**src/rtl/alu_cmd_framer_if.sv**
```systemverilog
// Byte-stream input, command handshake and error reporting bus of the ALU command framer.
// The framer attaches through the slave modport; the byte source / command sink uses master.
interface alu_cmd_framer_if;
    logic               rx_valid;
    logic [7:0]         rx_data;
    logic               cmd_ready;
    logic               cmd_valid;
    logic signed [15:0] alu_A;
    logic signed [15:0] alu_B;
    logic [2:0]         alu_op;
    logic               err_checksum;
    logic               err_format;
    logic               err_timeout;
    logic               err_overrun;
    logic [7:0]         err_count;

    modport slave (
        input  rx_valid, rx_data, cmd_ready,
        output cmd_valid, alu_A, alu_B, alu_op,
        output err_checksum, err_format, err_timeout, err_overrun, err_count
    );

    modport master (
        output rx_valid, rx_data, cmd_ready,
        input  cmd_valid, alu_A, alu_B, alu_op,
        input  err_checksum, err_format, err_timeout, err_overrun, err_count
    );
endinterface

```
**src/rtl/alu_cmd_framer.sv**
```systemverilog
// Hunts for SYNC, assembles a 7-byte command frame, checks opcode and XOR checksum,
// and holds the decoded ALU command under a valid/ready handshake.
module alu_cmd_framer #(
    parameter int unsigned IDLE_TIMEOUT = 54250,
    parameter logic [7:0]  SYNC_BYTE    = 8'hA5
) (
    input  logic              clk,
    input  logic              rst,
    alu_cmd_framer_if.slave   bus
);
    localparam int unsigned GAP_W = (IDLE_TIMEOUT > 2) ? $clog2(IDLE_TIMEOUT) : 1;
    localparam logic [GAP_W-1:0] GAP_TERM = GAP_W'(IDLE_TIMEOUT - 1);

    typedef enum logic [2:0] {
        S_IDLE, S_OP, S_AH, S_AL, S_BH, S_BL, S_CHK, S_HOLD
    } state_t;

    state_t             r_state;
    state_t             w_state_nxt;

    logic [GAP_W-1:0]   r_gap;
    logic [7:0]         r_xor;
    logic [2:0]         r_op_sh;
    logic [15:0]        r_a_sh;
    logic [15:0]        r_b_sh;

    logic               r_cmd_valid;
    logic signed [15:0] r_alu_a;
    logic signed [15:0] r_alu_b;
    logic [2:0]         r_alu_op;
    logic               r_err_checksum;
    logic               r_err_format;
    logic               r_err_timeout;
    logic               r_err_overrun;
    logic [7:0]         r_err_count;

    logic               w_in_frame;
    logic               w_gap_term;
    logic               w_chk_ok;
    logic               w_err_checksum;
    logic               w_err_format;
    logic               w_err_timeout;
    logic               w_err_overrun;
    logic               w_any_err;
    logic               w_load;

    assign w_in_frame = (r_state == S_OP) || (r_state == S_AH) || (r_state == S_AL) ||
                        (r_state == S_BH) || (r_state == S_BL) || (r_state == S_CHK);
    assign w_gap_term = (r_gap == GAP_TERM);
    assign w_chk_ok   = (r_xor == bus.rx_data);

    // State register
    always_ff @(posedge clk) begin
        if (rst) r_state <= S_IDLE;
        else     r_state <= w_state_nxt;
    end

    // Next-state logic; a byte always wins over the gap terminal count
    always_comb begin
        w_state_nxt = r_state;
        unique case (r_state)
            S_IDLE: if (bus.rx_valid && (bus.rx_data == SYNC_BYTE)) w_state_nxt = S_OP;
            S_OP: begin
                if (bus.rx_valid)  w_state_nxt = (bus.rx_data[7:3] != 5'd0) ? S_IDLE : S_AH;
                else if (w_gap_term) w_state_nxt = S_IDLE;
            end
            S_AH: begin
                if (bus.rx_valid)    w_state_nxt = S_AL;
                else if (w_gap_term) w_state_nxt = S_IDLE;
            end
            S_AL: begin
                if (bus.rx_valid)    w_state_nxt = S_BH;
                else if (w_gap_term) w_state_nxt = S_IDLE;
            end
            S_BH: begin
                if (bus.rx_valid)    w_state_nxt = S_BL;
                else if (w_gap_term) w_state_nxt = S_IDLE;
            end
            S_BL: begin
                if (bus.rx_valid)    w_state_nxt = S_CHK;
                else if (w_gap_term) w_state_nxt = S_IDLE;
            end
            S_CHK: begin
                if (bus.rx_valid)    w_state_nxt = w_chk_ok ? S_HOLD : S_IDLE;
                else if (w_gap_term) w_state_nxt = S_IDLE;
            end
            S_HOLD: if (r_cmd_valid && bus.cmd_ready) w_state_nxt = S_IDLE;
            default: w_state_nxt = S_IDLE;
        endcase
    end

    // Output decode: next values for the registered pulses and the command load
    always_comb begin
        w_err_format   = 1'b0;
        w_err_checksum = 1'b0;
        w_err_timeout  = 1'b0;
        w_err_overrun  = 1'b0;
        w_load         = 1'b0;
        if (r_state == S_OP && bus.rx_valid && (bus.rx_data[7:3] != 5'd0))
            w_err_format = 1'b1;
        if (r_state == S_CHK && bus.rx_valid) begin
            w_err_checksum = !w_chk_ok;
            w_load         = w_chk_ok;
        end
        if (w_in_frame && !bus.rx_valid && w_gap_term)
            w_err_timeout = 1'b1;
        if (r_state == S_HOLD && bus.rx_valid)
            w_err_overrun = 1'b1;
        w_any_err = w_err_format | w_err_checksum | w_err_timeout | w_err_overrun;
    end

    // Frame datapath: gap counter, running checksum and shadow operands
    always_ff @(posedge clk) begin
        if (rst) begin
            r_gap   <= '0;
            r_xor   <= 8'd0;
            r_op_sh <= 3'd0;
            r_a_sh  <= 16'd0;
            r_b_sh  <= 16'd0;
        end else begin
            if (w_in_frame && !bus.rx_valid && !w_gap_term) r_gap <= r_gap + GAP_W'(1);
            else                                            r_gap <= '0;
            if (bus.rx_valid) begin
                unique case (r_state)
                    S_OP: begin
                        r_xor   <= bus.rx_data;
                        r_op_sh <= bus.rx_data[2:0];
                    end
                    S_AH: begin
                        r_xor         <= r_xor ^ bus.rx_data;
                        r_a_sh[15:8]  <= bus.rx_data;
                    end
                    S_AL: begin
                        r_xor         <= r_xor ^ bus.rx_data;
                        r_a_sh[7:0]   <= bus.rx_data;
                    end
                    S_BH: begin
                        r_xor         <= r_xor ^ bus.rx_data;
                        r_b_sh[15:8]  <= bus.rx_data;
                    end
                    S_BL: begin
                        r_xor         <= r_xor ^ bus.rx_data;
                        r_b_sh[7:0]   <= bus.rx_data;
                    end
                    default: ;
                endcase
            end
        end
    end

    // Registered outputs
    always_ff @(posedge clk) begin
        if (rst) begin
            r_cmd_valid    <= 1'b0;
            r_alu_a        <= 16'sd0;
            r_alu_b        <= 16'sd0;
            r_alu_op       <= 3'd0;
            r_err_checksum <= 1'b0;
            r_err_format   <= 1'b0;
            r_err_timeout  <= 1'b0;
            r_err_overrun  <= 1'b0;
            r_err_count    <= 8'd0;
        end else begin
            r_cmd_valid    <= (w_state_nxt == S_HOLD);
            r_err_checksum <= w_err_checksum;
            r_err_format   <= w_err_format;
            r_err_timeout  <= w_err_timeout;
            r_err_overrun  <= w_err_overrun;
            if (w_load) begin
                r_alu_a  <= $signed(r_a_sh);
                r_alu_b  <= $signed(r_b_sh);
                r_alu_op <= r_op_sh;
            end
            if (w_any_err && (r_err_count != 8'hFF))
                r_err_count <= r_err_count + 8'd1;
        end
    end

    assign bus.cmd_valid    = r_cmd_valid;
    assign bus.alu_A        = r_alu_a;
    assign bus.alu_B        = r_alu_b;
    assign bus.alu_op       = r_alu_op;
    assign bus.err_checksum = r_err_checksum;
    assign bus.err_format   = r_err_format;
    assign bus.err_timeout  = r_err_timeout;
    assign bus.err_overrun  = r_err_overrun;
    assign bus.err_count    = r_err_count;
endmodule

```
**src/flat_wrapper.sv**
```systemverilog
// flat-port wrapper written by rule: the top's interface ports become plain ports
module alu_cmd_framer_flat 
#(
    parameter int unsigned IDLE_TIMEOUT = 54250,
    parameter logic [7:0]  SYNC_BYTE    = 8'hA5
)
  (clk, rst, bus_rx_valid, bus_rx_data, bus_cmd_ready, bus_cmd_valid, bus_alu_A, bus_alu_B, bus_alu_op, bus_err_checksum, bus_err_format, bus_err_timeout, bus_err_overrun, bus_err_count);
  alu_cmd_framer_if bus_i ();
  input  logic clk;
  input  logic rst;
  input wire logic [$bits(bus_i.rx_valid)-1:0] bus_rx_valid;
  input wire logic [$bits(bus_i.rx_data)-1:0] bus_rx_data;
  input wire logic [$bits(bus_i.cmd_ready)-1:0] bus_cmd_ready;
  output wire logic [$bits(bus_i.cmd_valid)-1:0] bus_cmd_valid;
  output wire logic [$bits(bus_i.alu_A)-1:0] bus_alu_A;
  output wire logic [$bits(bus_i.alu_B)-1:0] bus_alu_B;
  output wire logic [$bits(bus_i.alu_op)-1:0] bus_alu_op;
  output wire logic [$bits(bus_i.err_checksum)-1:0] bus_err_checksum;
  output wire logic [$bits(bus_i.err_format)-1:0] bus_err_format;
  output wire logic [$bits(bus_i.err_timeout)-1:0] bus_err_timeout;
  output wire logic [$bits(bus_i.err_overrun)-1:0] bus_err_overrun;
  output wire logic [$bits(bus_i.err_count)-1:0] bus_err_count;
  assign bus_i.rx_valid = bus_rx_valid;
  assign bus_i.rx_data = bus_rx_data;
  assign bus_i.cmd_ready = bus_cmd_ready;
  assign bus_cmd_valid = bus_i.cmd_valid;
  assign bus_alu_A = bus_i.alu_A;
  assign bus_alu_B = bus_i.alu_B;
  assign bus_alu_op = bus_i.alu_op;
  assign bus_err_checksum = bus_i.err_checksum;
  assign bus_err_format = bus_i.err_format;
  assign bus_err_timeout = bus_i.err_timeout;
  assign bus_err_overrun = bus_i.err_overrun;
  assign bus_err_count = bus_i.err_count;
  alu_cmd_framer #(.IDLE_TIMEOUT(IDLE_TIMEOUT), .SYNC_BYTE(SYNC_BYTE)) u_core (.clk(clk), .rst(rst), .bus(bus_i));
endmodule
```
**config.mk**
```make
export PLATFORM = sky130hd
export DESIGN_NAME = alu_cmd_framer_flat
export DESIGN_NICKNAME = d
export VERILOG_FILES = /design/src/rtl/alu_cmd_framer_if.sv /design/src/rtl/alu_cmd_framer.sv /design/src/flat_wrapper.sv
export SDC_FILE = /design/constraint.sdc
export NUM_CORES = 1
export LEC_CHECK = 0
export CAP_MARGIN = 20
export CORE_MARGIN = 10
export CORE_UTILIZATION = 35
export CTS_CLUSTER_DIAMETER = 40
export CTS_CLUSTER_SIZE = 12
export DETAILED_ROUTE_END_ITERATION = 10
export PLACE_DENSITY_LB_ADDON = 0.05
export REMOVE_ABC_BUFFERS = 1
export SLEW_MARGIN = 15
export SYNTH_ARGS = -nofsm -noshare
export SYNTH_HDL_FRONTEND = slang
export SYNTH_SLANG_ARGS = --single-unit
export TNS_END_PERCENT = 1
```
**constraint.sdc**
```tcl
create_clock -name clk -period 2.8 [get_ports clk]
set_clock_uncertainty 0.1 [all_clocks]
set_input_delay 0.56 -clock clk [delete_from_list [all_inputs] [get_ports clk]]
set_output_delay 0.56 -clock clk [all_outputs]
set_load 0.02 [all_outputs]
```
==> qor.log, run 1 <==
INFO  setup_path     reg2reg_to=u_core.r_state[0]$_SDFF_PP0_
INFO  logic_synthesis synthFlopType=sky130_fd_sc_hd__dfxtp_1
INFO  logic_synthesis synth-warning-count=0
INFO  floorplan      die_h=133um
INFO  sta            report.final.hold_viol_count=0
INFO  layout         multi_input_comb_area=2080um^2
INFO  floorplan      starting_density_of_the_core=35.5%
INFO  place          place_worst_setup_slack=-0.104ns
INFO  logic_synthesis synthesized_instance_count=541
INFO  logic_synthesis synth.cell_area=4440um^2
INFO  layout         seq_area=2200um^2
INFO  job            maxCapViolCount=0
INFO  hold_path      worstHoldPathType=reg2reg
INFO  sta            final-max-slew-violation-count=0
INFO  floorplan      chipWidth=133um
INFO  clock_tree     post_cts_setup_buffers=0
INFO  drt            routed_via_density=4.71
INFO  floorplan      row_count=41
INFO  layout         final_layout_size_suffix_gt1_share=9.20%
INFO  clock_tree     hold_buffers=0
INFO  clock_tree     h-tree-depth=3
INFO  setup_path     setup.worst_path.end=u_core.r_state[0]$_SDFF_PP0_
INFO  power_and_ir_drop power_per_cell_area=540nW/um^2
INFO  clock_tree     cts_made_buffers=9
INFO  setup_path     highest_net_fanout_along_the_worst_path=5
INFO  power_and_ir_drop worst_ir_drop_vdd=0.230mV
INFO  clock_tree     cts-root-to-sink-buffers=2
INFO  floorplan      total_core_area=12500um^2
INFO  layout         design_area=5680um^2
INFO  sta            period_minus_slack=2.59ns
INFO  floorplan      design.die.area=17600um^2
INFO  clock_tree     cts_tree=yes
INFO  sta            worst_pin_slew=0.813ns
INFO  setup_path     required_time_of_the_critical_path=2.91ns
INFO  clock_tree     cts.root.buffer_cell=sky130_fd_sc_hd__clkbuf_16
INFO  logic_synthesis synth_top_area_share=49.6%
INFO  power_and_ir_drop power_leakage=0.00193uW
INFO  drt            vias=3681
INFO  place          post-dp-hpwl=7660um
INFO  drt            post_drt_wl_per_cell=13.9um
INFO  setup_path     worst_r2r_path_depth=6
INFO  global_route   grt_overflow_total=0
INFO  layout         filler_cells_inserted=1322
INFO  setup_path     endpoint_kind=flip-flop
INFO  setup_path     ff2ff_setup_slack=0.21ns
INFO  setup_path     critical_path.max_stage_delay=0.58ns
INFO  hold_path      min-delay-start=u_core.bus.alu_B[0]$_SDFFE_PP0P_
INFO  setup_path     critical_path.startpoint=u_core.r_gap[12]$_SDFF_PP0_
INFO  logic_synthesis asyncSetResetFlopFracSynth=0%
INFO  layout         n_antenna_cell=0
INFO  logic_synthesis post_synthesis_area_per_instance=8.21um^2
INFO  global_route   grt_antenna_before_repair=0
INFO  setup_path     critical_path.cell_chain=or4bb_1, or4_1, buf_4, a2111oi_0, a221o_1, nor2_1
INFO  sta            setup_viol_count_final=0
INFO  place          number_of_buffers_added_on_ports=59
INFO  logic_synthesis distinct_cell_type_count_of_the_synthesized_netlist=46
INFO  drt            detail-route-antenna-nets=0
INFO  floorplan      io_pins=60
INFO  global_route   grt_use_total=12.6%
INFO  logic_synthesis synth-seq-area-share=49.6%
INFO  sta            min_period_over_period=92.5%
INFO  clock_tree     clock_sink_count=110
INFO  setup_path     worst_path_max_delay_cell=sky130_fd_sc_hd__or4_1
INFO  clock_tree     clock_insertion_delay_worst_skew=0.35ns
INFO  global_route   first_global_vias=3585
INFO  status         status=complete, no violations
INFO  setup_path     critical_path_class=reg2reg
INFO  clock_tree     cts-resized-gates=0
INFO  setup_path     critPathLaunchType=flip-flop
INFO  drt            drt_iter0_drc=220
INFO  setup_path     worst_r2r_startpoint=u_core.r_gap[12]$_SDFF_PP0_
INFO  clock_tree     worst_setup_hold_path_clk_slew=0.07ns
INFO  logic_synthesis number_of_synthesized_register_bits=110
INFO  place          finalWeightedCongestion=0.858
INFO  drt            detail_route.first_pass.iterations=4
INFO  drt            drt_wl_total=10900um
INFO  logic_synthesis synth_top_area_cell=sky130_fd_sc_hd__dfxtp_1
INFO  global_route   wire_length_of_the_first_global_routing_pass=18300um
INFO  setup_path     cp.arrival=2.70ns
INFO  sta            maxClockFrequency=0.386GHz
INFO  layout         layout-area-overhead-vs-synth=27.9%
INFO  place          post_dp_cell_area=5340um^2
INFO  layout         layout.nets=619
INFO  logic_synthesis synth_enable_flop_cells=0
INFO  sta            worst_slack_setup_final=0.210ns
INFO  hold_path      worst_hold_path.num_cells=2
INFO  layout         final_core_utilization=45.4%
INFO  global_route   grt_start_max_net_pins=56
INFO  logic_synthesis synth_area_leaders=sky130_fd_sc_hd__dfxtp_1 50%, sky130_fd_sc_hd__nand2_1 12%, sky130_fd_sc_hd__a21oi_1 7.2%
INFO  sta            unrepaired_setup_endpoints_after_global_routing=false
INFO  drt            residual_drc_count=0
INFO  sta            slew_headroom=45.4%
report_power, final:
part | internal [uW] | switching (uW)
clock network | 856 | 553
registers | 1560 | 0.261
logic | 34.7 | 55.9
total | 2450 | 609
area by class of cell:
cell class | instances | area share [%]
clock buffers | 13 | 4.76
clock inverters | 3 | 1.15
inverters | 4 | 0.264
multi-input cells | 389 | 36.6
flip-flops and latches | 110 | 38.8
well taps | 172 | 3.79
repair buffers | 90 | 14.6
registers in the layout (all words and copies together) (netlist names), 3 cells and up:
name / count
u_core.r_op_sh: 3
u_core.r_a_sh: 16
u_core.r_state: 3
u_core.r_xor: 8
u_core.bus.alu_B: 16
u_core.bus.alu_A: 16
u_core.bus.alu_op: 3
u_core.bus.err_count: 8
u_core.r_b_sh: 16
u_core.r_gap: 16
synthesized netlist by cell type (all sizes together) (2+ instances only):
cell type / count
a31oi: 2
and2: 3
or4: 2
xnor2: 25
xor2: 7
a31o: 2
mux2i: 12
nor2b: 6
nand3: 7
ha: 3
inv: 4
a21oi: 65
nor3: 5
clkbuf: 35
a2111oi: 2
or3: 4
and3: 11
nor3b: 2
o21ai: 3
nor2: 52
a211oi: 3
nand2: 144
nand4: 10
buf: 3
mux2: 2
dfxtp: 110
worst max-delay path: cells and delay by family, from the launching register on:
kind	cells	cell delay (ns)
flip-flops	1	0.38
buffers and inverters	1	0.19
AND/OR/NAND/NOR	3	1.11
AO/OA/AOI/OAI	2	0.67
layout by cell type (no fill, tap or decap), types with 4 or more instances in the layout:
master / count
sky130_fd_sc_hd__a21oi_1: 64
sky130_fd_sc_hd__and3_1: 9
sky130_fd_sc_hd__buf_4: 30
sky130_fd_sc_hd__clkbuf_16: 9
sky130_fd_sc_hd__clkdlybuf4s50_1: 58
sky130_fd_sc_hd__dfxtp_1: 110
sky130_fd_sc_hd__inv_1: 4
sky130_fd_sc_hd__mux2i_1: 12
sky130_fd_sc_hd__nand2_1: 144
sky130_fd_sc_hd__nand3_1: 7
sky130_fd_sc_hd__nand4_1: 10
sky130_fd_sc_hd__nor2_1: 51
sky130_fd_sc_hd__nor2b_1: 6
sky130_fd_sc_hd__nor3_1: 5
sky130_fd_sc_hd__or3_1: 4
sky130_fd_sc_hd__xnor2_1: 25
sky130_fd_sc_hd__xor2_1: 7
per-stage QoR:
| stage | instances | hold slack, ns | TNS, ns | total power, uW |
|---|---|---|---|---|
| floorplan | 503 | 0.325 | 0 | 1620 |
| global placement | 765 | 0.343 | -0.00283 | 1690 |
| detailed placement | 765 | 0.346 | -0.104 | 1690 |
| CTS | 781 | 0.356 | 0 | 3120 |
| global route | 781 | 0.375 | 0 | 3170 |
| finish | 781 | 0.352 | 0 | 3060 |
cell families after synthesis:
kind of cell    share of synthesized area (%)
simple gates                             25.0
flops                                    49.6
compound gates                           11.4
buf+inv                                  3.61
xor+xnor                                 6.31
mux                                      3.21
fa+ha+maj                               0.846
per-layer routing:
metal / GRT usage [%] / wire (um)
met3: 3.82 / 630
met2: 20.5 / 5040
met1: 15.2 / 5020
met4: 5.32 / 183
met5: 0 / 0
worst min path at each step:
stage                                   endpoint  slack (ns)
2_1_floorplan  u_core.bus.alu_B[10]$_SDFFE_PP0P_        0.33
5_1_grt            u_core.r_b_sh[5]$_SDFFE_PP0P_        0.38
3_3_place_gp    u_core.bus.alu_B[1]$_SDFFE_PP0P_        0.34
3_5_place_dp    u_core.bus.alu_B[0]$_SDFFE_PP0P_        0.35
6_report        u_core.bus.alu_B[0]$_SDFFE_PP0P_        0.35
4_1_cts         u_core.bus.alu_B[0]$_SDFFE_PP0P_        0.36
Power figures use the tool's default switching activity.
==> inputs of run 2 (changes only) <==
--- a/config.mk
+++ b/config.mk
@@ -11,6 +11,7 @@
 export CTS_CLUSTER_DIAMETER = 40
 export CTS_CLUSTER_SIZE = 12
 export DETAILED_ROUTE_END_ITERATION = 10
+export HOLD_SLACK_MARGIN = 0.15
 export PLACE_DENSITY_LB_ADDON = 0.05
 export REMOVE_ABC_BUFFERS = 1
 export SLEW_MARGIN = 15
==> results of run 2 <==
No change in the layout: final DEF, timing and power equal those of run 1.
==> inputs of run 3 (changes only) <==
--- a/config.mk
+++ b/config.mk
@@ -5,10 +5,11 @@
 export SDC_FILE = /design/constraint.sdc
 export NUM_CORES = 1
 export LEC_CHECK = 0
+export ABC_AREA = 1
 export CAP_MARGIN = 20
 export CORE_MARGIN = 10
 export CORE_UTILIZATION = 35
-export CTS_CLUSTER_DIAMETER = 40
+export CTS_CLUSTER_DIAMETER = 30
 export CTS_CLUSTER_SIZE = 12
 export DETAILED_ROUTE_END_ITERATION = 10
 export HOLD_SLACK_MARGIN = 0.15
==> qor.log, run 3 <==
INFO  status         status=complete, no violations [unchanged]
INFO  clock_tree     h-tree-depth=3 [unchanged]
INFO  clock_tree     cts_tree=yes [unchanged]
INFO  sta            maxClockFrequency=0.462GHz [was 0.386 GHz]
INFO  layout         most-common-layout-cells=110 x sky130_fd_sc_hd__dfxtp_1, 82 x sky130_fd_sc_hd__inv_1, 78 x sky130_fd_sc_hd__nand2_1 [was 144 x sky130_fd_sc_hd__nand2_1, 110 x sky130_fd_sc_hd__dfxtp_1, 64 x sky130_fd_sc_hd__a21oi_1]
INFO  job            maxCapViolCount=0 [unchanged]
INFO  global_route   grt_antenna_before_repair=0 [unchanged]
INFO  logic_synthesis synth.area.mux_share=0% [was 3.21%]
INFO  clock_tree     cts_made_buffers=9 [unchanged]
INFO  layout         mostFrequentLayoutCell=sky130_fd_sc_hd__dfxtp_1 [was sky130_fd_sc_hd__nand2_1]
INFO  sta            unrepaired_setup_endpoints_after_global_routing=false [unchanged]
INFO  power_and_ir_drop internal_power=2280uW [was 2450 uW]
INFO  global_route   wire_length_of_the_first_global_routing_pass=18500um [was 18300 um]
INFO  floorplan      io_pins=60 [unchanged]
INFO  logic_synthesis synth_enable_flop_cells=0 [unchanged]
INFO  global_route   first_global_vias=3781 [was 3585]
INFO  layout         filler_cells_inserted=1426 [was 1322]
INFO  global_route   grt_overflow_total=0 [unchanged]
INFO  power_and_ir_drop power_leakage=0.00217uW [was 0.00193 uW]
INFO  logic_synthesis distinct_cell_type_count_of_the_synthesized_netlist=41 [was 46]
INFO  clock_tree     cts.root.buffer_cell=sky130_fd_sc_hd__clkbuf_16 [unchanged]
INFO  clock_tree     post_cts_setup_buffers=0 [unchanged]
INFO  logic_synthesis synth-warning-count=0 [unchanged]
INFO  logic_synthesis synth-seq-area-share=45.3% [was 49.6%]
INFO  global_route   grt_start_max_net_pins=78 [was 56]
INFO  logic_synthesis synth.cell_area=4860um^2 [was 4440 um^2]
INFO  clock_tree     cts-root-to-sink-buffers=2 [unchanged]
INFO  logic_synthesis synth_top_area_cell=sky130_fd_sc_hd__dfxtp_1 [unchanged]
INFO  power_and_ir_drop p_clk_share=42.7% [was 46.0%]
INFO  logic_synthesis post_synthesis_compound_gate_area_fraction=22.7% [was 11.4%]
INFO  global_route   grt_use_total=12.1% [was 12.6%]
INFO  power_and_ir_drop p_sw=648uW [was 609 uW]
INFO  power_and_ir_drop power_frac_comb=3.9% [was 3.0%]
INFO  logic_synthesis asyncSetResetFlopFracSynth=0% [unchanged]
INFO  clock_tree     hold_buffers=0 [unchanged]
INFO  setup_path     worstPathBufferInverterCount=2 [was 1]
INFO  logic_synthesis synthesized_instance_count=604 [was 541]
INFO  logic_synthesis main_combinational_cell_family_by_area_after_synthesis=compound AO/OA/AOI/OAI gates [was simple AND/OR/NAND/NOR gates]
INFO  place          number_of_buffers_added_on_ports=59 [unchanged]
INFO  logic_synthesis synth_top_area_share=45.3% [was 49.6%]
INFO  sta            worst_pin_slew=0.666ns [was 0.813 ns]
INFO  drt            detail_route.first_pass.iterations=4 [unchanged]
INFO  floorplan      total_core_area=13800um^2 [was 12500 um^2]
INFO  sta            report.final.hold_viol_count=0 [unchanged]
INFO  layout         final_core_utilization=43.3% [was 45.4%]
INFO  sta            worst_slack_setup_final=0.637ns [was 0.210 ns]
INFO  layout         seq_area=2200um^2 [unchanged]
INFO  layout         final_std_cells_w_o_fill=853 [was 781]
INFO  setup_path     critical_path.max_stage_delay=0.52ns [was 0.58 ns]
INFO  sta            slew_headroom=55.6% [was 45.4%]
INFO  layout         layout.nets=683 [was 619]
INFO  logic_synthesis synth-adder-area-share=0.772% [was 0.846%]
INFO  drt            vias=3956 [was 3681]
INFO  power_and_ir_drop worst_ir_drop_vdd=0.242mV [was 0.230 mV]
INFO  layout         n_antenna_cell=0 [unchanged]
INFO  setup_path     critical_path.cell_chain=clkdlybuf4s50_1, nor2_1, nand4_1, nand2_4, nand2_4, a21oi_4, nand2_8, nand2_4, clkinv_2, nor2_1, nor2_2 [was or4bb_1, or4_1, buf_4, a2111oi_0, a221o_1, nor2_1]
INFO  logic_synthesis number_of_synthesized_register_bits=110 [unchanged]
INFO  clock_tree     clock_insertion_delay_worst_skew=0.35ns [about the same]
INFO  logic_synthesis netlist_top_cells_count=110 x sky130_fd_sc_hd__dfxtp_1, 83 x sky130_fd_sc_hd__inv_1, 78 x sky130_fd_sc_hd__nand2_1 [was 144 x sky130_fd_sc_hd__nand2_1, 110 x sky130_fd_sc_hd__dfxtp_1, 64 x sky130_fd_sc_hd__a21oi_1]
INFO  floorplan      design.die.area=19000um^2 [was 17600 um^2]
INFO  hold_path      worstHoldPathType=reg2reg [unchanged]
INFO  place          dp_cells=837 [was 765]
INFO  power_and_ir_drop sequential_share_of_power=53.4% [was 51.1%]
INFO  layout         final_layout_size_suffix_gt1_share=15.8% [was 9.20%]
INFO  setup_path     highest_net_fanout_along_the_worst_path=9 [was 5]
INFO  sta            setup_viol_count_final=0 [unchanged]
INFO  drt            drt_wl_total=11100um [was 10900 um]
INFO  drt            post_drt_wl_per_cell=13.0um [was 13.9 um]
INFO  logic_synthesis synthFlopType=sky130_fd_sc_hd__dfxtp_1 [unchanged]
INFO  drt            detail-route-antenna-nets=0 [unchanged]
INFO  floorplan      die_h=138um [was 133 um]
INFO  setup_path     endpoint_kind=flip-flop [unchanged]
INFO  sta            min_period_over_period=77.2% [was 92.5%]
INFO  floorplan      chipWidth=138um [was 133 um]
INFO  setup_path     critical_path_class=in2reg [was reg2reg]
INFO  setup_path     crit_top_cell=sky130_fd_sc_hd__nand2_4
INFO  clock_tree     worst_setup_hold_path_clk_slew=0.07ns [about the same]
INFO  logic_synthesis yosys.cell_count.top_type=sky130_fd_sc_hd__dfxtp_1 [was sky130_fd_sc_hd__nand2_1]
INFO  clock_tree     cts-resized-gates=0 [unchanged]
INFO  logic_synthesis synth_area_leaders=sky130_fd_sc_hd__dfxtp_1 45%, sky130_fd_sc_hd__a21oi_2 6.5%, sky130_fd_sc_hd__inv_1 6.4% [was sky130_fd_sc_hd__dfxtp_1 50%, sky130_fd_sc_hd__nand2_1 12%, sky130_fd_sc_hd__a21oi_1 7.2%]
INFO  power_and_ir_drop netSwitchingFraction=22.1% [was 19.9%]
INFO  setup_path     worst_path_max_delay_cell=sky130_fd_sc_hd__clkdlybuf4s50_1 [was sky130_fd_sc_hd__or4_1]
INFO  clock_tree     clock_sink_count=110 [unchanged]
INFO  sta            fin_tns_setup=0ns [unchanged]
INFO  drt            drt_iter0_drc=268 [was 220]
INFO  layout         layout-area-overhead-vs-synth=22.7% [was 27.9%]
INFO  sta            final-max-slew-violation-count=0 [unchanged]
INFO  logic_synthesis synth_xor_area_share=2.70% [was 6.31%]
INFO  power_and_ir_drop power_per_cell_area=491nW/um^2 [was 540 nW/um^2]
INFO  layout         multi_input_comb_area=2140um^2 [was 2080 um^2]
INFO  sta            worst_hold_slack=0.348ns [was 0.352 ns]
INFO  setup_path     cp.arrival=2.31ns [was 2.70 ns]
INFO  place          finalWeightedCongestion=0.859 [was 0.858]
INFO  setup_path     critical-path-top-delay-family=simple AND/OR/NAND/NOR gates [unchanged]
INFO  place          place_worst_setup_slack=0.241ns [was -0.104 ns]
INFO  drt            residual_drc_count=0 [unchanged]
INFO  drt            routed_via_density=4.64 [was 4.71]
INFO  logic_synthesis synth-simple-area-share=17.9% [was 25.0%]
INFO  setup_path     critPathLaunchType=primary input [was flip-flop]
INFO  floorplan      row_count=43 [was 41]
INFO  sta            period_minus_slack=2.16ns [was 2.59 ns]
INFO  floorplan      starting_density_of_the_core=35.3% [was 35.5%]
INFO  place          post-dp-hpwl=7890um [was 7660 um]
INFO  logic_synthesis post_synthesis_area_per_instance=8.05um^2 [was 8.21 um^2]
INFO  setup_path     required_time_of_the_critical_path=2.95ns [was 2.91 ns]
[run 3: cell types whose count changed in the layout (fill, tap and decap cells not counted), sizes merged, moves of 6 or more]
cell	before	now
a21oi	65	87
a31oi	2	8
and3	11	0
buf	32	20
inv	4	88
mux2i	12	0
nand2	144	84
nand3	7	26
nand4	10	4
nor2b	6	0
o21ai	3	86
xnor2	25	7
[run 3: stage by stage]
| stage | cell area, um^2 | power [uW] |
|---|---|---|
| final | 5970 | 2930 |
| after global routing | 5970 | 3040 |
| after CTS | 5970 | 2970 |
| after detailed placement | 5680 | 1720 |
| after global placement | 5680 | 1720 |
| after floorplan | 4690 | 1660 |
[run 3: path summary, 6_finish.rpt]
path | from | end | slack [ns] | cells after the start
worst max-delay path | bus_rx_data[6] | u_core.bus.err_count[0]$_SDFFE_PP0P_ | 0.64 | 11
worst min-delay path | u_core.r_gap[7]$_SDFF_PP0_ | u_core.r_gap[7]$_SDFF_PP0_ | 0.35 | 2
worst max register to register | u_core.r_state[2]$_SDFF_PP0_ | u_core.bus.err_count[0]$_SDFFE_PP0P_ | 0.79 | 9
worst min register to register | u_core.r_gap[7]$_SDFF_PP0_ | u_core.r_gap[7]$_SDFF_PP0_ | 0.35 | 2
[run 3: routing by layer]
metal / track usage [%] / share of wire, %
met5: 0 / 0
met4: 5.50 / 2.0
met3: 3.04 / 5.0
met2: 18.3 / 45
met1: 16.0 / 48
[run 3: tightest hold or removal path: cells and delay by family (launching register included)]
kind                   cells  cell delay (ns)
DFF                        1             0.31
AOI/OAI and AO/OA          1             0.05
buffers and inverters      1             0.05
[run 3: cell families (layout without fill, tap and decap cells)]
group	Yosys count	count (layout)
compound gates	185	185
flops	110	110
simple gates	174	174
fa+ha+maj	3	3
buf+inv	117	186
xor+xnor	15	15
[run 3: layout make-up]
type	count	area share (%)
clock buffers	13	4.53
clock inverters	3	0.294
inverters	91	5.77
multi-input cells	377	35.9
flip-flops and latches	110	36.9
well taps	180	3.77
repair buffers	79	12.8
[run 3: power groups by stage]
| stage | clock [uW] | sequential, uW | combinational (uW) |
|---|---|---|---|
| 2_1_floorplan | 0 | 1600 | 57.2 |
| 3_3_place_gp | 0 | 1600 | 115 |
| 3_5_place_dp | 0 | 1600 | 115 |
| 4_1_cts | 1290 | 1560 | 115 |
| 5_1_grt | 1350 | 1560 | 128 |
| 6_report | 1250 | 1560 | 113 |
==> RTL edit 1: new RTL, config.mk and constraints of run 2 <==
`IDLE_TIMEOUT` is set to 54250 in 2 places; all go to 108500.
--- a/src/rtl/alu_cmd_framer.sv
+++ b/src/rtl/alu_cmd_framer.sv
@@ -2,5 +2,5 @@
 // and holds the decoded ALU command under a valid/ready handshake.
 module alu_cmd_framer #(
-    parameter int unsigned IDLE_TIMEOUT = 54250,
+    parameter int unsigned IDLE_TIMEOUT = 108500,
     parameter logic [7:0]  SYNC_BYTE    = 8'hA5
 ) (
--- a/src/flat_wrapper.sv
+++ b/src/flat_wrapper.sv
@@ -2,5 +2,5 @@
 module alu_cmd_framer_flat 
 #(
-    parameter int unsigned IDLE_TIMEOUT = 54250,
+    parameter int unsigned IDLE_TIMEOUT = 108500,
     parameter logic [7:0]  SYNC_BYTE    = 8'hA5
 )
Formal check against the unedited RTL: no difference found for any inputs over 10 cycles, from zero or initial values and one cycle with rst high; that may be too few to reach the edited logic, so the function may still have changed.
==> RTL edit 1 against run 2 <==
Final area up 0.90%. Synthesized area up 0.93%. Worst setup slack better by 0.13 ns. Critical path depth is 2 higher. Core utilization up 0.22 points. Total power shrank 3.8%. Largest cell class unchanged. Sequential cell count rose by 1. Wire length up 4.6%.
==> RTL edit 1: results (changes against run 2) <==
| Metric | Value |
|---|---|
| Outcome | `finished clean` |
| Final GP Congestion | `0.858 (about the same)` |
| Post-DP HPWL | `7960 um (+3.9%)` |
| Drt via density | `4.74 (+0.57%)` |
| Final nets | `635 (+2.6%)` |
| Clock Tree Buf Depth | `2 (unchanged)` |
| Antenna Cells | `0 (unchanged)` |
| Worst Hold Class | `reg -> reg` |
| Leakage power figure | `1.92 nW (-0.25%)` |
| Number of flip-flops in the largest register | `17` |
| Max incr delay on CP | `0.52 ns (-0.06 ns)` |
| Headroom to the max-slew limit | `65.2% (+20 points)` |
| CTS-repair resized insts | `0 (unchanged)` |
| GRT Overall Usage | `13.2% (+0.53 points)` |
| Largest net degree at the start of global routing | `80 (+43%)` |
| Synth area leaders | `dfxtp_1 50%, nand2_1 13%, a21oi_1 7.6%` |
| Clk_lat worst skew | `0.35 ns (about the same)` |
| Share of layout cells above drive strength 1 | `8.65% (-0.54 points)` |
| Violation count after the first detailed-route iteration | `235 (+6.8%)` |
| Vias in the first global route | `3751 (+4.6%)` |
| Worst VDD drop | `223 uV (-3.1%)` |
| Setup repair bufs after CTS | `0 (unchanged)` |
| Seq/Total Area, Yosys | `49.6% (about the same)` |
| Top post-synthesis cells by count | `151 x nand2_1, 111 x dfxtp_1, 68 x a21oi_1, 51 x nor2_1, 26 x clkbuf_1` |
| Initial antenna violation count | `0 (unchanged)` |
| CTS root buf | `clkbuf_16` |
| # port buffers | `59 (unchanged)` |
| First-pass GRT wire length | `19200 um (+5.2%)` |
| DRT Pass-1 Iters | `4 (unchanged)` |
| WP data arrival | `2.60 ns (-0.10 ns)` |
| Worst Path Max Fanout | `3 (-2)` |
| TritonCTS Buffers | `9 (unchanged)` |
| Async SR Flop Fraction | `0% (unchanged)` |
| Filler instances | `1269 (-4.0%)` |
| Slowest cell on the critical path | `clkdlybuf4s50_1` |
| H-tree depth | `3 (unchanged)` |
| Top register by number of flip-flops | `u_core.r_gap` |
| Distinct cells, synth | `46 (unchanged)` |
| Clock slew at reported path FFs | `0.07 ns (about the same)` |
| WL per Instance | `14.3 um (+2.6%)` |
| Synth Warn # | `0 (unchanged)` |
RTL edit 1: cell types whose count changed after synthesis, sizes merged, moves of 4 or more:
cell | run 2 | this run
xor2 | 7 | 17
nor3 | 5 | 9
and3 | 11 | 4
nand3 | 7 | 12
xnor2 | 25 | 14
nand4 | 10 | 6
clkbuf | 35 | 26
nor4 | 0 | 5
nand2 | 144 | 151
RTL edit 1: cell type report:
class / instances / area [sq um] / share of cell area [%]
Sequential cell: 111 / 2220 / 38.8
Multi-Input combinational cell: 402 / 2120 / 37.0
Timing Repair Buffer: 91 / 863 / 15.1
Clock buffer: 11 / 243 / 4.24
Tap cell: 172 / 215 / 3.76
Clock inverter: 3 / 43.8 / 0.764
Inverter: 6 / 22.5 / 0.393
RTL edit 1: path summary, 6_finish.rpt:
kind         cells after the start                           from  slack [ns]                                   end
min                              2  u_core.r_a_sh[8]$_SDFFE_PP0P_        0.35      u_core.bus.alu_A[8]$_SDFFE_PP0P_
max reg2reg                      7   u_core.r_state[1]$_SDFF_PP0_        0.42  u_core.bus.err_count[7]$_SDFFE_PP0P_
max                              8                 bus_rx_data[2]        0.34  u_core.bus.err_count[0]$_SDFFE_PP0P_
min reg2reg                      2  u_core.r_a_sh[8]$_SDFFE_PP0P_        0.35      u_core.bus.alu_A[8]$_SDFFE_PP0P_
RTL edit 1: routing by layer:
metal | wire length (um) | global-route usage (%)
met1 | 5440 | 17.2
met2 | 5180 | 20.4
met3 | 560 | 3.12
met4 | 192 | 5.44
met5 | 0 | 0
RTL edit 1: worst max-delay path, delay by kind of cell:
family                    cells  cell delay [ns]
xor gates and xnor gates      1             0.21
and+or+nand+nor               2             0.40
muxes                         1             0.32
buffers and inverters         2             0.69
AOI/OAI and AO/OA             2             0.41
RTL edit 1: logic make-up after synthesis:
kind of cell | synth area share [%]
xor gates and xnor gates | 6.06
DFF | 49.6
AOI/OAI and AO/OA | 11.4
adders and majority gates | 0.558
buffers and inverters | 3.16
and+or+nand+nor | 25.8
muxes | 3.43
RTL edit 1: power breakdown:
group	switching (mW)	internal, mW
sequential	0.000728	1.58
clock	0.564	0.711
combinational	0.0589	0.0352
RTL edit 1: per-stage QoR:
stage               hold WS (ns)  instances  power (mW)  area, sq um  setup slack [ns]
floorplan                  0.325        519        1.63         4360            0.0939
global placement           0.343        782        1.71         5440           -0.0155
detailed placement         0.347        782        1.71         5440           -0.0360
CTS                        0.356        796        3.00         5730             0.318
global route               0.372        796        3.07         5730             0.197
finish                     0.350        796        2.95         5730             0.338
==> RTL edit 2: new RTL, flow settings as in run 2 <==
Made on the original files. Encoding of `state_t`: now one-hot (8 bits for 8 states).
--- a/src/rtl/alu_cmd_framer.sv
+++ b/src/rtl/alu_cmd_framer.sv
@@ -12,6 +12,6 @@
     localparam logic [GAP_W-1:0] GAP_TERM = GAP_W'(IDLE_TIMEOUT - 1);
 
-    typedef enum logic [2:0] {
-        S_IDLE, S_OP, S_AH, S_AL, S_BH, S_BL, S_CHK, S_HOLD
+    typedef enum logic [7:0] {
+        S_IDLE = 8'b00000001, S_OP = 8'b00000010, S_AH = 8'b00000100, S_AL = 8'b00001000, S_BH = 8'b00010000, S_BL = 8'b00100000, S_CHK = 8'b01000000, S_HOLD = 8'b10000000
     } state_t;
 
Check against the original RTL: no difference found for any inputs over 10 cycles, from zero or initial values and one cycle with rst high; not proved beyond that.
==> RTL edit 2 against run 2 <==
Non-clock buffer count grew 1. Synthesized area rose by 11%. First-iteration DRC count shrank 35%. Sequential cell count is 5 higher. Fmax up 2.8%. Largest cell class is now multi-input gates. Largest power group is now clock. Clock power up 61%. Wire length up 9.4%. Global-route usage fell by 0.12 points. Total power is 31% higher. Die area rose by 9.2%. Final area grew 14%. Worst setup slack better by 0.069 ns. Highest routed layer unchanged. Sequential share of layout area decreased by 3.3 points.
==> RTL edit 2: results (changes against run 2) <==
| Metric | Value |
|---|---|
| Outcome | `finished clean` |
| Violation count after the first detailed-route iteration | `143 (-35%)` |
| WP data arrival | `2.72 ns (+0.02 ns)` |
| Worst-margin pin slew | `0.938 ns (+0.126 ns)` |
| Clk_lat worst skew | `0.42 ns (+0.07 ns)` |
| Max incr delay on CP | `0.47 ns (-0.11 ns)` |
| Metal3 WL | `804 um (+28%)` |
| Vias in the first global route | `3793 (+5.8%)` |
| Post-DP HPWL | `8370 um (+9.2%)` |
| Met2 Use GR | `18.7% (-1.8 points)` |
| Seq/Total Area, Yosys | `46.8% (-2.8 points)` |
| GRT met1 Usage | `15.7% (+0.48 points)` |
| Drt via density | `4.84 (+2.8%)` |
| Worst Path Max Fanout | `9 (+4)` |
| Met2 routed WL | `5260 um (+4.3%)` |
| Synth area leaders | `dfxtp_1 47%, mux2i_1 14%, nor2_1 8.9%` |
| Hold Path Origin | `u_core.r_gap[0]$_SDFF_PP0_` |
| Worst Setup SP | `u_core.r_state[0]$_SDFF_PP1_` |
| Share of layout cells above drive strength 1 | `12.6% (+3.4 points)` |
| Worst VDD drop | `324 uV (+41%)` |
| TritonCTS Buffers | `17 (+8)` |
| First-pass GRT wire length | `19700 um (+8.0%)` |
| WL per Instance | `14.9 um (+7.0%)` |
| Pre-CTS setup slack | `-0.0685 ns (+0.0354 ns)` |
| Final nets | `620 (+0.16%)` |
| Leakage power figure | `2.50 nW (+30%)` |
| H-tree depth | `4 (+1)` |
| Met3 Resource Use GR | `5.34% (+1.5 points)` |
| Top post-synthesis cells by count | `117 x nor2_1, 115 x dfxtp_1, 71 x mux2i_1, 26 x clkbuf_1, 24 x nand2_1` |
| Slowest cell on the critical path | `nor4_2` |
| Clock power frac | `56.7% (+11 points)` |
| Met1 wire length | `5660 um (+13%)` |
| Clock slew at reported path FFs | `0.05 ns (-0.02 ns)` |
| Distinct cells, synth | `49 (+6.5%)` |
| Switching Share | `20.0% (+0.088 points)` |
| Final GP Congestion | `0.804 (-6.3%)` |
| Row count | `43 (+4.9%)` |
## RTL edit 2: kinds of logic (layout without fill, tap and decap cells)
logic type	Yosys count	in the layout	share of synthesized area (%)
muxes	77	77	16.3
and+or+nand+nor	218	218	20.8
buffers and inverters	42	129	3.69
xor gates and xnor gates	22	22	3.92
adders and majority gates	3	3	0.763
DFF	115	115	46.8
AOI/OAI and AO/OA	54	54	7.73
## RTL edit 2: stage by stage
step / util (%) / power (mW) / hold WS (ns) / cells / cell area (sq um)
floorplan: - / 1.69 / 0.341 / 495 / 4760
global placement: 42.3 / 1.77 / 0.362 / 766 / 5860
detailed placement: 42.3 / 1.77 / 0.376 / 766 / 5860
CTS: 46.8 / 4.06 / 0.387 / 798 / 6480
global route: 46.9 / 4.15 / 0.408 / 798 / 6480
finish: 46.9 / 4.00 / 0.382 / 798 / 6480
## RTL edit 2: worst paths after layout
path                                                        endpoint  slack (ns)  cells after the start
worst min-delay path                      u_core.r_gap[0]$_SDFF_PP0_        0.38                      1
worst min register to register            u_core.r_gap[0]$_SDFF_PP0_        0.38                      1
worst max register to register  u_core.bus.err_count[0]$_SDFFE_PP0P_        0.28                      7
worst max-delay path            u_core.bus.err_count[0]$_SDFFE_PP0P_        0.28                      7
## RTL edit 2: cell type report
| cell class | count | area (sq um) |
|---|---|---|
| Fill cell | 1291 | 7340 |
| Clock buffer | 23 | 468 |
| Timing Repair Buffer | 91 | 863 |
| Tap cell | 180 | 225 |
| Inverter | 6 | 22.5 |
| Sequential cell | 115 | 2300 |
| Multi-Input combinational cell | 374 | 2450 |
| Clock inverter | 9 | 153 |
## RTL edit 2: what timing repair did
action,CTS,global route
setup endpoints to repair,0,43
buffers inserted,0,0
endpoints found under the hold margin,0,0
gates resized for setup,0,1
hold buffers,0,0
